==> src/rtl/idma_pkg.sv <==
// idma_pkg: shared types and constants for the iDMA read-data path.
package idma_pkg;

    typedef enum logic [1:0] {
        PH_ONLY,
        PH_FIRST,
        PH_SECOND
    } rphase_e;

    typedef struct packed {
        logic       split;
        logic [3:0] len;
        logic [3:0] first_len;
    } rdesc_t;

    localparam logic [1:0] RESP_OKAY   = 2'd0;
    localparam logic [1:0] RESP_EXOKAY = 2'd1;
    localparam logic [1:0] RESP_SLVERR = 2'd2;
    localparam logic [1:0] RESP_DECERR = 2'd3;

    function automatic rphase_e entry_phase(input logic split);
        return split ? PH_FIRST : PH_ONLY;
    endfunction

endpackage

==> src/rtl/idma_desc_fifo.sv <==
// idma_desc_fifo: synchronous descriptor FIFO exposing the head and the entry behind it.
module idma_desc_fifo
    import idma_pkg::*;
#(
    parameter int DEPTH = 4,
    localparam int AW = $clog2(DEPTH)
) (
    input  logic        clk,
    input  logic        rst_n,
    input  logic        i_push,
    input  rdesc_t      i_data,
    input  logic        i_pop,
    output rdesc_t      o_head,
    output rdesc_t      o_next,
    output logic [AW:0] o_count,
    output logic        o_full,
    output logic        o_empty
);

    rdesc_t        r_mem [DEPTH];
    logic [AW-1:0] r_wr;
    logic [AW-1:0] r_rd;
    logic [AW:0]   r_count;
    logic [AW-1:0] w_rd_nxt;
    logic          w_wr;
    logic          w_rd;

    assign o_count  = r_count;
    assign o_full   = r_count == (AW+1)'(DEPTH);
    assign o_empty  = r_count == '0;
    assign w_rd_nxt = r_rd + 1'b1;
    assign o_head   = r_mem[r_rd];
    assign o_next   = r_mem[w_rd_nxt];
    assign w_rd     = i_pop & ~o_empty;
    // A pop frees the head slot, so a push into a full FIFO is accepted then.
    assign w_wr     = i_push & (~o_full | w_rd);

    always_ff @(posedge clk or negedge rst_n) begin
        if (!rst_n) begin
            r_wr    <= '0;
            r_rd    <= '0;
            r_count <= '0;
        end else begin
            if (w_wr) r_wr <= r_wr + 1'b1;
            if (w_rd) r_rd <= w_rd_nxt;
            r_count <= r_count + (AW+1)'(w_wr) - (AW+1)'(w_rd);
        end
    end

    always_ff @(posedge clk) begin
        if (w_wr) r_mem[r_wr] <= i_data;
    end

endmodule

==> src/rtl/axi_rdata_merge4k.sv <==
// axi_rdata_merge4k: merges the R beats of a 4 KB-split DMA burst into one burst
// with a single last, a worst-case response and a completion pulse.
module axi_rdata_merge4k
    import idma_pkg::*;
#(
    parameter int AXI_IDW    = 4,
    parameter int DATA_W     = 256,
    parameter int DESC_DEPTH = 4
) (
    input  logic               aclk,
    input  logic               aresetn,
    input  logic               desc_push,
    input  logic               desc_split,
    input  logic [3:0]         desc_len,
    input  logic [3:0]         desc_first_len,
    output logic               desc_full,
    input  logic               i_rvalid,
    input  logic [AXI_IDW-1:0] i_rid,
    input  logic [DATA_W-1:0]  i_rdata,
    input  logic [1:0]         i_rresp,
    input  logic               i_rlast,
    output logic               o_rready,
    output logic               dma_rvalid,
    output logic [DATA_W-1:0]  dma_rdata,
    output logic [1:0]         dma_rresp,
    output logic               dma_rlast,
    input  logic               dma_rready,
    output logic               axi_burst_xdata_ok,
    output logic               err_proto,
    output logic               err_ovf
);

    localparam int CW = $clog2(DESC_DEPTH) + 1;

    rdesc_t        w_head;
    rdesc_t        w_next;
    logic [CW-1:0] w_count;
    logic          w_full;
    logic          w_empty;
    logic          w_hv;
    logic          w_hs;
    logic          w_exp_last;
    logic          w_unused;
    rphase_e       w_pop_ph;
    rphase_e       r_phase;
    logic [3:0]    r_beat_cnt;
    logic [1:0]    r_resp_acc;

    idma_desc_fifo #(.DEPTH(DESC_DEPTH)) u_fifo (
        .clk     (aclk),
        .rst_n   (aresetn),
        .i_push  (desc_push),
        .i_data  ('{split: desc_split, len: desc_len, first_len: desc_first_len}),
        .i_pop   (axi_burst_xdata_ok),
        .o_head  (w_head),
        .o_next  (w_next),
        .o_count (w_count),
        .o_full  (w_full),
        .o_empty (w_empty)
    );

    assign w_unused           = ^{i_rid, w_head.split, w_next.len, w_next.first_len, w_count[0]};
    assign w_hv               = ~w_empty;
    assign desc_full          = w_full;
    assign o_rready           = dma_rready & w_hv;
    assign dma_rvalid         = i_rvalid & w_hv;
    assign dma_rdata          = i_rdata;
    assign dma_rlast          = w_hv & (r_beat_cnt == w_head.len);
    assign dma_rresp          = (i_rresp > r_resp_acc) ? i_rresp : r_resp_acc;
    assign w_hs               = i_rvalid & o_rready;
    assign axi_burst_xdata_ok = dma_rvalid & dma_rready & dma_rlast;
    assign err_ovf            = desc_push & w_full & ~axi_burst_xdata_ok;
    assign w_exp_last         = (r_phase == PH_FIRST) ? (r_beat_cnt == w_head.first_len) : dma_rlast;
    assign err_proto          = w_hs & (i_rlast != w_exp_last);
    // After a pop the new head is either the queued entry or the one being pushed now.
    assign w_pop_ph           = (|w_count[CW-1:1]) ? entry_phase(w_next.split) :
                                desc_push ? entry_phase(desc_split) : PH_ONLY;

    always_ff @(posedge aclk or negedge aresetn) begin
        if (!aresetn) begin
            r_phase    <= PH_ONLY;
            r_beat_cnt <= '0;
            r_resp_acc <= RESP_OKAY;
        end else begin
            if (w_empty && desc_push)
                r_phase <= entry_phase(desc_split);
            else if (axi_burst_xdata_ok)
                r_phase <= w_pop_ph;
            else if (w_hs && r_phase == PH_FIRST && r_beat_cnt == w_head.first_len)
                r_phase <= PH_SECOND;
            if (w_hs) begin
                r_beat_cnt <= dma_rlast ? '0 : r_beat_cnt + 1'b1;
                r_resp_acc <= dma_rlast ? RESP_OKAY : dma_rresp;
            end
        end
    end

endmodule

==> config.mk <==
export PLATFORM = sky130hd
export DESIGN_NAME = axi_rdata_merge4k
export DESIGN_NICKNAME = d
export VERILOG_FILES = /design/src/rtl/idma_pkg.sv /design/src/rtl/idma_desc_fifo.sv /design/src/rtl/axi_rdata_merge4k.sv
export SDC_FILE = /design/constraint.sdc
export NUM_CORES = 1
export LEC_CHECK = 0
export ABC_AREA = 1
export BUFFER_PORTS_ARGS = -buffer_cell sky130_fd_sc_hd__buf_2
export CORE_AREA = 3 3 212 214
export CTS_BUF_LIST = sky130_fd_sc_hd__clkbuf_8 sky130_fd_sc_hd__clkbuf_16
export DETAILED_ROUTE_END_ITERATION = 16
export DIE_AREA = 0 0 215 217
export HOLD_SLACK_MARGIN = 0.03
export SLEW_MARGIN = 10
export SYNTH_ARGS = -nofsm -noshare
export SYNTH_HDL_FRONTEND = slang
export SYNTH_SLANG_ARGS = --single-unit
==> constraint.sdc <==
create_clock -name aclk -period 2.12 [get_ports aclk]
set_input_delay 0.424 -clock aclk [delete_from_list [all_inputs] [get_ports aclk]]
set_output_delay 0.424 -clock aclk [all_outputs]
set_load 0.01 [all_outputs]
## Yosys cells after proc, flatten, opt, wreduce, memory -nomap -nowiden

Memories as Yosys holds them, arrays and structs flattened.
Index checks and enable logic that the tools add are counted.

- ROM bits: 0
- Register bits: 15
- Bits in latches: 0
- Output and inout port bits: 265
- Memory bits (writable): 36
- Memories: 1

Memories:

| name | words | width | rd ports | clocked after Yosys merged registers in | write ports | line | source |
|---|---|---|---|---|---|---|---|
| u_fifo.r_mem | 4 | 9 | 2 | 0 | 1 | idma_desc_fifo.sv:20 | `rdesc_t r_mem [DEPTH];` |

- Multipliers: 0
- Equal/unequal tests: 5
- Multiplexer cells: 13
- $add $sub $neg: 5
- Shift-type cells: 0
- $lt $le $gt $ge: 1
- Bitwise operators: 15
- Reduce and logical (&&, ||, !) cells: 6
- Div/mod/pow operators: 0

Operators with widths:

| kind | count |
|---|---|
| $mux 2 | 7 |
| $and 1x1->1 | 11 |
| $eq 4x4->1 | 2 |
| $mux 1 | 5 |
| $add 2x1->2 const B | 2 |
| $add 4x1->4 const B | 1 |
| $mux 4 | 1 |
| $add 3x1->3 | 1 |
| $eq 3x3->1 const B | 1 |
| $logic_and 1x1->1 | 3 |
| $logic_not 3->1 | 1 |
| $not 1->1 | 3 |
| $reduce_bool 3->1 | 1 |
| $sub 3x1->3 | 1 |
| $eq 2x1->1 const B | 1 |
| $gt 2x2->1 | 1 |
| $reduce_or 2->1 | 1 |
| $ne 1x1->1 | 1 |
| $or 1x1->1 | 1 |

## Depth between registers and ports, before layout

- Word-level depth: 10
- Depth in mapped cells: 14
- Depth with buffers taken out: 14

## By module

Synthesis repeated with hierarchy kept, for this count alone.

- Cells, all modules: 593
- Area, all modules: 4762.1 um^2

Modules (own cells, without submodules):

| module | area each (um^2) | cells each | times used |
|---|---|---|---|
| axi_rdata_merge4k | 2680.1 | 372 | 1 |
| idma_desc_fifo | 2082.0 | 221 | 1 |

## Least setup slack after synthesis

No wires, ideal clock.

- Kind: register to register
- Start: reg u_fifo.r_count[1] (netlist: u_fifo.o_count[1])
- End: reg u_fifo.r_count[2] (netlist: u_fifo.o_count[2])
- Stages on the path, launching flop included: 14
- Data arrival time: 2.065 ns
- Period minus slack after synthesis: 2.188 ns
- Setup slack: -0.068 ns
- Library setup time: 0.123 ns
- Cell sequence: dfrtp_1 inv_1 nand3_2 inv_1 nor2_2 nand2_1 inv_2 nand3_4 inv_1 ha_1 inv_1 ha_1 fa_1 xnor2_1

- Longest elaborated chain between the ends: 10

RTL lines:

| what | line | source |
|---|---|---|
| from (decl) | idma_desc_fifo.sv:23 | `logic [AW:0] r_count;` |
| from (signal assigned) | idma_desc_fifo.sv:46 | `r_count <= r_count + (AW+1)'(w_wr) - (AW+1)'(w_rd);` |
| $logic_not 3->1 (*) | idma_desc_fifo.sv:30 | `assign o_empty = r_count == '0;` |
| $not 1->1 (*) | axi_rdata_merge4k.sv:63 | `assign w_hv = ~w_empty;` |
| $and 1x1->1 (*) | axi_rdata_merge4k.sv:66 | `assign dma_rvalid = i_rvalid & w_hv;` |
| via dma_rvalid | axi_rdata_merge4k.sv:23 | `output logic dma_rvalid,` |
| $and 1x1->1 (*) (2 in a row) | axi_rdata_merge4k.sv:71 | `assign axi_burst_xdata_ok = dma_rvalid & dma_rready & dma_rlast;` |
| $and 1x1->1 (*) | idma_desc_fifo.sv:34 | `assign w_rd = i_pop & ~o_empty;` |
| via u_fifo.w_rd | idma_desc_fifo.sv:26 | `logic w_rd;` |
| $or 1x1->1 | idma_desc_fifo.sv:36 | `assign w_wr = i_push & (~o_full \| w_rd);` |
| $and 1x1->1 | idma_desc_fifo.sv:36 |  |
| $add 3x1->3 | idma_desc_fifo.sv:46 |  |
| $sub 3x1->3 (*) | idma_desc_fifo.sv:46 |  |

Mark *: on every way through the listed nets, which the timed path passes. The rest lies on a longest branch.
A chain may end at the register's enable or synchronous reset.

## Final worst setup path

- Start: reg u_fifo.r_rd[0]
- End: out err_proto

- Longest elaborated chain between the ends: 6

RTL lines:

| what | line | source |
|---|---|---|
| from (decl) | idma_desc_fifo.sv:22 | `logic [AW-1:0] r_rd;` |
| from (signal assigned) | idma_desc_fifo.sv:45 | `if (w_rd) r_rd <= w_rd_nxt;` |
| $mem_v2 4x9 (*) | n/a |  |
| $eq 4x4->1 | axi_rdata_merge4k.sv:68 | `assign dma_rlast = w_hv & (r_beat_cnt == w_head.len);` |
| $and 1x1->1 | axi_rdata_merge4k.sv:68 |  |
| $mux 1 (*) | axi_rdata_merge4k.sv:73 | `assign w_exp_last = (r_phase == PH_FIRST) ? (r_beat_cnt == w_head.first_len) : dma_rlast;` |
| $ne 1x1->1 (*) | axi_rdata_merge4k.sv:74 | `assign err_proto = w_hs & (i_rlast != w_exp_last);` |
| $and 1x1->1 (*) | axi_rdata_merge4k.sv:74 |  |
| to (decl) | axi_rdata_merge4k.sv:29 | `output logic err_proto,` |

Mark *: on every way between the ends. The rest lies on a longest branch, timed or not.

==> qor.yml <==
global_route:
  grt_usage: 0.141
  top_usage_layer: "met3"
  antenna_found_initial: 1
  first_global_vias: 2424
  gr-total-overflow: 0
  grtUsageMet3: 0.277
  grt_pass1_wl_um: 39900
  grt_max_degree: 19
  met2_usage: 0.214
  met1_usage: 0.0509
worst_setup_path:
  reg2reg_depth: 13
  crit_path_start_kind: "register"
  cpPeakStageDelay_ns: 0.47
  crit_family: "simple AND/OR/NAND/NOR gates"
  r2r-end: "u_fifo.o_count[1]"
  cp_num_cells: 11
  critPathCaptureType: "primary output"
  path_buf_inv: 3
  critical_path_arrival_ns: 1.99
  r2r_slack_ns: -0.27
  crit_required_ns: 1.70
  r2r-start: "u_fifo.r_rd[0]"
  cp_slowest_cell: "dfrtp_2"
  critPathMaxFanout: 7
  cp_cell_sequence: "inv_4 > buf_4 > nand2_1 > nand3_1 > nand3_1 > a21oi_2 > nand3_2 > nand3_2 > nand2_2 > nor2_2 > buf_2"
  path_class: "register to primary output"
die:
  fp-row-count: 76
  die_h_um: 217
  core_um2: 43100
  io_pins: 542
  die_width_um: 215
  die_area_um2: 46700
  initial_core_util: 0.104
synthesis:
  synth_cell_types: 28
  synth_mux_area_frac: 0
  synth_xor_xnor_area_share: 0.00981
  synth-compound-area-share: 0.0165
  ys_ff_latch: 51
  syn-num-nets: 797
  synth_top_cell_area_share: 0.434
  yosysWarningCount: 0
  synthCells: 508
  synth_fa_ha_area_frac: 0.0353
  synth_top_family_by_area: "buffers and inverters"
  synth_area_leaders: "buf_4 43%, edfxtp_1 24%, dfrtp_1 8.4%"
  synth-simple-area-share: 0.142
  yosysTopAreaCell: "buf_4"
  avgSynthCellArea_um2: 8.79
  synth_area_um2: 4470
  synth_ff_type: "edfxtp_1"
  ys_seq_area_frac: 0.326
  synth-async-reset-ratio: 0.294
  synth-edff-count: 36
routing:
  vias: 2453
  ant_nets: 0
  viasPerCell: 2.72
  wire_per_inst_um: 38.9
  drt-total-wl_um: 35100
  drc: 0
  drt-pass1-iter-count: 4
  drt_iter0_drc: 177
clock_tree:
  h-tree-depth: 2
  cts_buffer_depth: 2
  clkTransAtPathRegs_ns: 0.07
  cts_root_buf: "clkbuf_16"
  cts_tree: "built"
  clk_latency_ns: 0.29
  hold_buffers: 0
  numCtsBuffers: 5
  cts.sinks: 51
pwr:
  max-vdd-ir-drop_uv: 536
  leakage_nw: 1.54
  power_mw: 4.79
  p_per_area_nw_per_um2: 1190
outcome:
  status: "complete, but fails checks"
  violations: "setup timing"
timing:
  setup_slack_ns: -0.292
  clock_skew_ns: 0.00605
  max_freq_ghz: 0.415
  min_period_over_period: 1.14
  finalSetupTns_ns: -8.13
  setup_viol: 43
  drv_slew: 0
  grt_setup_unrepaired: "true"
  tightest_slew_ns: 0.392
  hold_viol_final: 0
  fin_crit_ns: 2.41
  max-slew-margin-rel: 0.739
finish:
  mostFrequentLayoutCells: "61 x nand2_1, 36 x edfxtp_1, 29 x inv_1, 24 x buf_2, 23 x nand3_1"
  fin_cells: 902
  fin_nets: 605
  final_common_cell: "nand2_1"
  design_area_um2: 4040
  n_antenna_cell: 0
  seqCellArea_um2: 1460
  multi_input_area_um2: 1030
  fillCellCount: 4975
  drive_above_1_share: 0.382
  area_growth_pct: -9.61
placement:
  place_area_um2: 3620
  place_congestion: 0.867
  post-place-ws_ns: -0.132
  post-place-cells: 883
  dp_hpwl_um: 32400
  portBuffers: 25
worst_hold_path:
  hold_path.class: "input pin to async pin"
flow_run:
  cap_violations: 0
[layer usage]
| layer | routed length, um | share of wire |
|---|---|---|
| met5 | 264 | 0.0075 |
| met4 | 827 | 0.024 |
| met3 | 14400 | 0.41 |
| met2 | 15200 | 0.43 |
| met1 | 4430 | 0.13 |
[worst max path at each step]
stage	endpoint	startpoint	slack, ns
3_5_place_dp	u_fifo.o_count[2]	u_fifo.r_rd[0]	-0.13
2_1_floorplan	u_fifo.o_count[1]	u_fifo.r_rd[0]	-0.01
5_1_grt	u_fifo.o_count[1]	u_fifo.r_rd[0]	-0.41
4_1_cts	err_proto	u_fifo.r_rd[0]	-0.29
3_3_place_gp	u_fifo.o_count[1]	u_fifo.r_rd[0]	-0.13
6_report	err_proto	u_fifo.r_rd[0]	-0.29
[state kept, by name (all words and copies together) (netlist names)]
| register | cells |
|---|---|
| u_fifo.r_mem | 36 |
| r_beat_cnt | 4 |
| u_fifo.o_count | 3 |
| r_phase | 2 |
| r_resp_acc | 2 |
| u_fifo.r_rd | 2 |
| u_fifo.r_wr | 2 |
[cell type report]
cell class / count / area share
Sequential cell: 51 / 0.361
Multi-Input combinational cell: 160 / 0.254
Tap cell: 585 / 0.181
Timing Repair Buffer: 60 / 0.128
Inverter: 37 / 0.0356
Clock buffer: 5 / 0.0310
Clock inverter: 3 / 0.00682
Timing Repair inverter: 1 / 0.00186
[cells in the mapped netlist (2+ instances only)]
library cell / number
nand4_1: 2
inv_1: 32
nor2_4: 2
nor2_2: 5
o21ai_0: 3
nand3_2: 4
ha_1: 11
buf_6: 2
nand2_2: 6
nand2_4: 2
inv_2: 5
buf_4: 258
edfxtp_1: 36
nand2_1: 67
nand3_1: 33
nor2_1: 6
o22ai_1: 2
a21oi_1: 5
xor2_1: 4
dfrtp_1: 15
[report_power, final]
group / leakage (nW) / internal, mW / switching [mW]
clock network: 0.0723 / 0.451 / 0.385
logic: 0.955 / 1.03 / 1.38
registers: 0.509 / 1.37 / 0.174
total: 1.54 / 2.85 / 1.94
[what timing repair did]
item,CTS,global route
pin swaps,5,10
gates resized for setup,28,16
endpoints found under the setup margin,42,44
hold endpoints to repair,0,0
cloned,4,0
setup buffers,6,5
[kinds of logic after synthesis]
family                     count (synthesis)
buffers and inverters                    297
and+or+nand+nor                          130
DFF                                       51
AOI/OAI and AO/OA                         13
adders and majority gates                 12
xor gates and xnor gates                   5
[metrics by stage]
step / util / hold slack, ns
2_1_floorplan: - / 0.128
3_3_place_gp: 0.0840 / 0.367
3_5_place_dp: 0.0840 / 0.375
4_1_cts: 0.0931 / 0.0631
5_1_grt: 0.0937 / 0.0616
6_report: 0.0937 / 0.0455
Power figures use the tool's default switching activity.
